### src/rtl/tree_path_walker.sv
// Path-of-identifiers lookup engine over a constant tree image.
// Identifiers arrive one per level; one child slot is scanned per cycle.
package user_tree_pkg;
  localparam int NUM_MSG_HIERARCHY   = 2;
  localparam int MAX_NODES_PER_LEVEL = 4;
  localparam int IDENTIFIER_SIZE     = 8;
  localparam int NUM_NODES           = 8;
endpackage

package tree_pkg;
  localparam int IDENTIFIER_SIZE     = user_tree_pkg::IDENTIFIER_SIZE;
  localparam int MAX_NODES_PER_LEVEL = user_tree_pkg::MAX_NODES_PER_LEVEL;
  localparam int NUM_NODES           = user_tree_pkg::NUM_NODES;
  localparam int NODE_ADDR_SIZE      = $clog2(NUM_NODES);
  localparam int NODE_SIZE           = IDENTIFIER_SIZE + MAX_NODES_PER_LEVEL*NODE_ADDR_SIZE;
  typedef logic [NUM_NODES-1:0][NODE_SIZE-1:0] tree_t;
endpackage

module tree_path_walker
  import tree_pkg::*;
#(
  parameter tree_t TREE      = '0,
  parameter int    MAX_DEPTH = user_tree_pkg::NUM_MSG_HIERARCHY
) (
  input  logic                               clk,
  input  logic                               rst_n,
  input  logic                               id_valid,
  output logic                               id_ready,
  input  logic [IDENTIFIER_SIZE-1:0]         id,
  input  logic                               id_last,
  output logic                               res_valid,
  input  logic                               res_ready,
  output logic [NODE_ADDR_SIZE-1:0]          res_addr,
  output logic                               res_found,
  output logic [$clog2(MAX_DEPTH+1)-1:0]     res_depth
);
  localparam int DW = $clog2(MAX_DEPTH+1);
  localparam int KW = (MAX_NODES_PER_LEVEL > 1) ? $clog2(MAX_NODES_PER_LEVEL) : 1;
  localparam logic [DW-1:0] DMAX = DW'(MAX_DEPTH);
  localparam logic [DW-1:0] DSAT = DW'(MAX_DEPTH+1);
  localparam logic [KW-1:0] KMAX = KW'(MAX_NODES_PER_LEVEL-1);

  typedef enum logic [1:0] {IDLE, SEARCH, DRAIN, RESP} state_t;

  state_t                    state, state_n;
  logic [KW-1:0]             k, k_n;
  logic [NODE_ADDR_SIZE-1:0] cur, cur_n;
  logic [DW-1:0]             depth, depth_n, depth_inc;
  logic [IDENTIFIER_SIZE-1:0] id_q, id_n;
  logic                      last_q, last_n;
  logic                      res_valid_n, res_found_n;
  logic [NODE_ADDR_SIZE-1:0] res_addr_n;
  logic [DW-1:0]             res_depth_n;
  logic [NODE_ADDR_SIZE-1:0] child;
  logic [IDENTIFIER_SIZE-1:0] child_id;
  logic                      hs, hit, miss;

  assign id_ready  = (state == IDLE) || (state == DRAIN);
  assign hs        = id_valid && id_ready;
  assign depth_inc = (depth == DSAT) ? depth : depth + DW'(1);
  assign child     = TREE[cur][IDENTIFIER_SIZE + int'(k)*NODE_ADDR_SIZE +: NODE_ADDR_SIZE];
  assign child_id  = TREE[child][IDENTIFIER_SIZE-1:0];

  always_ff @(posedge clk) begin
    if (!rst_n) begin
      state     <= IDLE;
      k         <= '0;
      cur       <= '0;
      depth     <= '0;
      id_q      <= '0;
      last_q    <= 1'b0;
      res_valid <= 1'b0;
      res_addr  <= '0;
      res_found <= 1'b0;
      res_depth <= '0;
    end else begin
      state     <= state_n;
      k         <= k_n;
      cur       <= cur_n;
      depth     <= depth_n;
      id_q      <= id_n;
      last_q    <= last_n;
      res_valid <= res_valid_n;
      res_addr  <= res_addr_n;
      res_found <= res_found_n;
      res_depth <= res_depth_n;
    end
  end

  always_comb begin
    state_n     = state;
    k_n         = k;
    cur_n       = cur;
    depth_n     = depth;
    id_n        = id_q;
    last_n      = last_q;
    res_valid_n = res_valid;
    res_addr_n  = res_addr;
    res_found_n = res_found;
    res_depth_n = res_depth;
    hit         = 1'b0;
    miss        = 1'b0;
    case (state)
      IDLE: if (hs) begin
        id_n    = id;
        last_n  = id_last;
        depth_n = depth_inc;
        k_n     = '0;
        state_n = SEARCH;
      end
      SEARCH: begin
        // Slots fill from 0 upward, so the first empty slot ends the scan.
        if (id_q == '0)               miss = 1'b1;
        else if (depth > DMAX)        miss = 1'b1;
        else if (child == '0)         miss = 1'b1;
        else if (child_id == id_q)    hit  = 1'b1;
        else if (k == KMAX)           miss = 1'b1;
        else                          k_n  = k + KW'(1);
        if (hit) begin
          cur_n = child;
          if (last_q) begin
            state_n     = RESP;
            res_valid_n = 1'b1;
            res_found_n = 1'b1;
            res_addr_n  = child;
            res_depth_n = depth;
          end else begin
            state_n = IDLE;
          end
        end else if (miss) begin
          if (last_q) begin
            state_n     = RESP;
            res_valid_n = 1'b1;
            res_found_n = 1'b0;
            res_addr_n  = '0;
            res_depth_n = depth;
          end else begin
            state_n = DRAIN;
          end
        end
      end
      DRAIN: if (hs) begin
        depth_n = depth_inc;
        if (id_last) begin
          state_n     = RESP;
          res_valid_n = 1'b1;
          res_found_n = 1'b0;
          res_addr_n  = '0;
          res_depth_n = depth_inc;
        end
      end
      RESP: if (res_ready) begin
        res_valid_n = 1'b0;
        depth_n     = '0;
        cur_n       = '0;
        state_n     = IDLE;
      end
      default: state_n = IDLE;
    endcase
  end
endmodule
### config.mk
export PLATFORM = sky130hd
export DESIGN_NAME = tree_path_walker
export DESIGN_NICKNAME = d
export VERILOG_FILES = /design/src/rtl/tree_path_walker.sv
export SDC_FILE = /design/constraint.sdc
export NUM_CORES = 1
export LEC_CHECK = 0
export CELL_PAD_IN_SITES_DETAIL_PLACEMENT = 0
export CELL_PAD_IN_SITES_GLOBAL_PLACEMENT = 1
export CORE_MARGIN = 1
export CORE_UTILIZATION = 30
export DETAILED_ROUTE_END_ITERATION = 8
export PLACE_DENSITY_LB_ADDON = 0.1
export SETUP_SLACK_MARGIN = 0.2
export SYNTH_ARGS = -nofsm -noshare
export SYNTH_HDL_FRONTEND = slang
export SYNTH_SLANG_ARGS = --single-unit
### constraint.sdc
create_clock -name clk -period 3.8 [get_ports clk]
set_input_delay 0.76 -clock clk [delete_from_list [all_inputs] [get_ports clk]]
set_output_delay 0.76 -clock clk [all_outputs]
set_load 0.05 [all_outputs]
==> results.md <==
- Status: completed
- Largest net degree at the start of global routing: 9
- Worst slew margin: 66.5%
- Placed instance area: 638 um2
- First-pass GRT wire length: 1.73 mm
- Initial DRC Count: 7
- Final WL: 1.01 mm
- FF-to-FF End: state[0]
- Final Skew: 0.00223 ns
- Number of port buffers: 8
- # placed instances: 94
- IO Pins: 21
- YS warnings: 0
- Core area: 0.00173 mm2
- Final Instance Area: 661 um2
- Vias per inst: 4.56
- CTS clk-pin slew, worst paths: 0.06 ns
- N_diodes: 0
- Path type of the worst setup path: reg -> out
- Post-layout minimum cycle time: 2.91 ns
- Die X: 44.8 um
- DRC: 0
- Site Rows: 15
- Place WS: 1.15 ns
- MaxCap Viol Count: 0
- Crit path max fanout: 7
- CP Capture Type: output pin
- Mapped cell area: 551 um2
- Avg Inst Size Synth: 8.74 um2
- Most frequent cells in the layout: 8 x dfxtp_1, 8 x clkdlybuf4s50_1, 6 x inv_1
- # nets final: 92
- Hold_ws: 0.455 ns
- Hold Fails Final Rpt: 0
- Setup WS post-layout: 0.891 ns
- CTS H-tree lvls: 1
- Hold Path Class: reg -> reg
- Overall Power: 474 uW
- Register area share after synthesis: 29.1%
- Flops & latches, synth: 8
- Final Max Tran Viols: 0
- Die footprint: 0.00201 mm2
- Hold_buf cts: 0
- Leak: 0.294 nW
- Setup crit end: id_ready
- Latest clock arrival within the worst-skew pair: 0.25 ns
- 1st-pass router iterations: 3
- Setup-failing EPs final: 0
- Crit share post-route: 76.5%
- Pin slew with the least headroom to its limit: 0.500 ns
- Root buffer cell: clkbuf_4
- TNS Setup: 0 ns
- Ratio of cells with drive above 1 in the final layout: 9.72%
- Post-CTS Setup Bufs: 0
- Dpl hpwl: 762 um
- Clock Tree Buf Depth: 2
- Post-CTS sizing: 0
- GP Congestion: 0.732
- Cts bufs inserted: 3
- Mapped Cells: 63
- Global Route Usage Sum: 12.1%
- P&R area growth vs syn: 20.0%
- Critical Path RT: 3.04 ns
- Initial antenna violation count: 0
- CTS tree: built
- GRT overflow: 0
- Worst Path Arrival: 2.15 ns
- Worst r2r src: state[0]
- Die Height: 44.8 um
- Routed Antenna Nets: 0
- Clock sinks: 8
- Startpoint Class: register
- Worst reg2reg setup slack: 1.86 ns
- Initial core utilization: 31.9%
- CP startpoint: state[0]
- Netlist cell types: 31
- Cell Pwr Density: 717 mW/mm2
- Unrepaired setup endpoints after global routing: no
- DR vias: 442
- R2R depth: 5
- WL per Instance: 10.4 um
- Maximum vdd ir drop: 0.270 mV
- Finished Layout Cells: 97
- Post-Route Utilization: 38.3%
- Vias in the first global route: 398
- Highest Clock Rate: 0.344 GHz
- FILL cells: 188
flip-flops by register name, summed over array words and instances (netlist names):
| signal | cells |
|---|---|
| depth | 2 |
| last_q | 1 |
| res_depth | 2 |
| res_valid | 1 |
| state | 2 |
worst max-delay path, stage by stage, from the launching register on:
cell and delay (ns):
dfxtp_1 0.44, inv_1 0.15, ha_1 0.30, or2_2 0.31, clkdlybuf4s50_1 0.70
power breakdown:
group / leakage (nW) / total [mW] / internal (mW) / switching (mW)
Clock: 0.0138 / 0.0651 / 0.0362 / 0.0289
Sequential: 0.0655 / 0.137 / 0.107 / 0.0299
Combinational: 0.215 / 0.272 / 0.119 / 0.152
final cells by class:
cell class              instances  area (um2)  area share (%)
well taps                      25        31.3            4.73
clock buffers                   3        22.5            3.41
inverters                       6        22.5            3.41
multi-input cells              47         344            52.1
repair buffers                  8        80.1            12.1
flip-flops and latches          8         160            24.2
logic make-up (layout without fill, tap and decap cells):
kind of cell	Yosys count	count (layout)	share of synthesized area, %
and+or+nand+nor	19	19	19.5
AOI/OAI and AO/OA	15	15	21.6
buffers and inverters	11	17	10.5
DFF	8	8	29.1
adders and majority gates	5	5	11.4
muxes	4	4	7.27
other	1	4	0.681
how the worst min path moves through the flow:
stage                      start            to  slack, ns  depth (start not counted)
detailed placement  res_depth[1]  res_depth[1]       0.45                          2
floorplan               depth[0]      depth[0]       0.50                          2
global route        res_depth[0]  res_depth[0]       0.47                          2
finish              res_depth[0]  res_depth[0]       0.45                          2
global placement    res_depth[0]  res_depth[0]       0.45                          2
CTS                 res_depth[1]  res_depth[1]       0.46                          2
cells in the mapped netlist:
library cell | instances | share of area, %
or4_4 | 1 | 2.0
dfxtp_1 | 8 | 29
buf_4 | 4 | 5.5
a311oi_1 | 1 | 1.6
o21a_1 | 1 | 1.4
a211oi_1 | 1 | 1.4
o21ai_1 | 1 | 0.91
a21o_1 | 1 | 1.4
ha_1 | 5 | 11
or2_2 | 1 | 1.1
clkbuf_2 | 1 | 0.91
a21oi_1 | 1 | 0.91
mux2i_1 | 4 | 7.3
o21ai_0 | 2 | 1.8
nor2_1 | 3 | 2.0
nand3b_1 | 1 | 1.4
a211o_2 | 1 | 1.8
nand2_1 | 5 | 3.4
nor4_1 | 1 | 1.1
o211ai_1 | 1 | 1.4
and3_1 | 1 | 1.1
o211a_1 | 1 | 1.8
o31a_1 | 2 | 3.2
inv_1 | 6 | 4.1
nor2b_1 | 3 | 3.4
nor4b_1 | 1 | 1.6
or4_1 | 1 | 1.4
conb_1 | 1 | 0.68
a21boi_1 | 1 | 1.4
a221oi_2 | 1 | 2.7
nor3_1 | 1 | 0.91
metal layers:
| layer | GRT usage, % | wire length (um) | up-vias |
|---|---|---|---|
| met5 | 0 | 0 | - |
| met4 | 3.64 | 9 | 0 |
| met3 | 6.00 | 47 | 2 |
| met2 | 18.5 | 441 | 11 |
| met1 | 14.8 | 515 | 190 |
| li1 | - | - | 239 |
No activity file was read; power rests on OpenSTA's default activity.
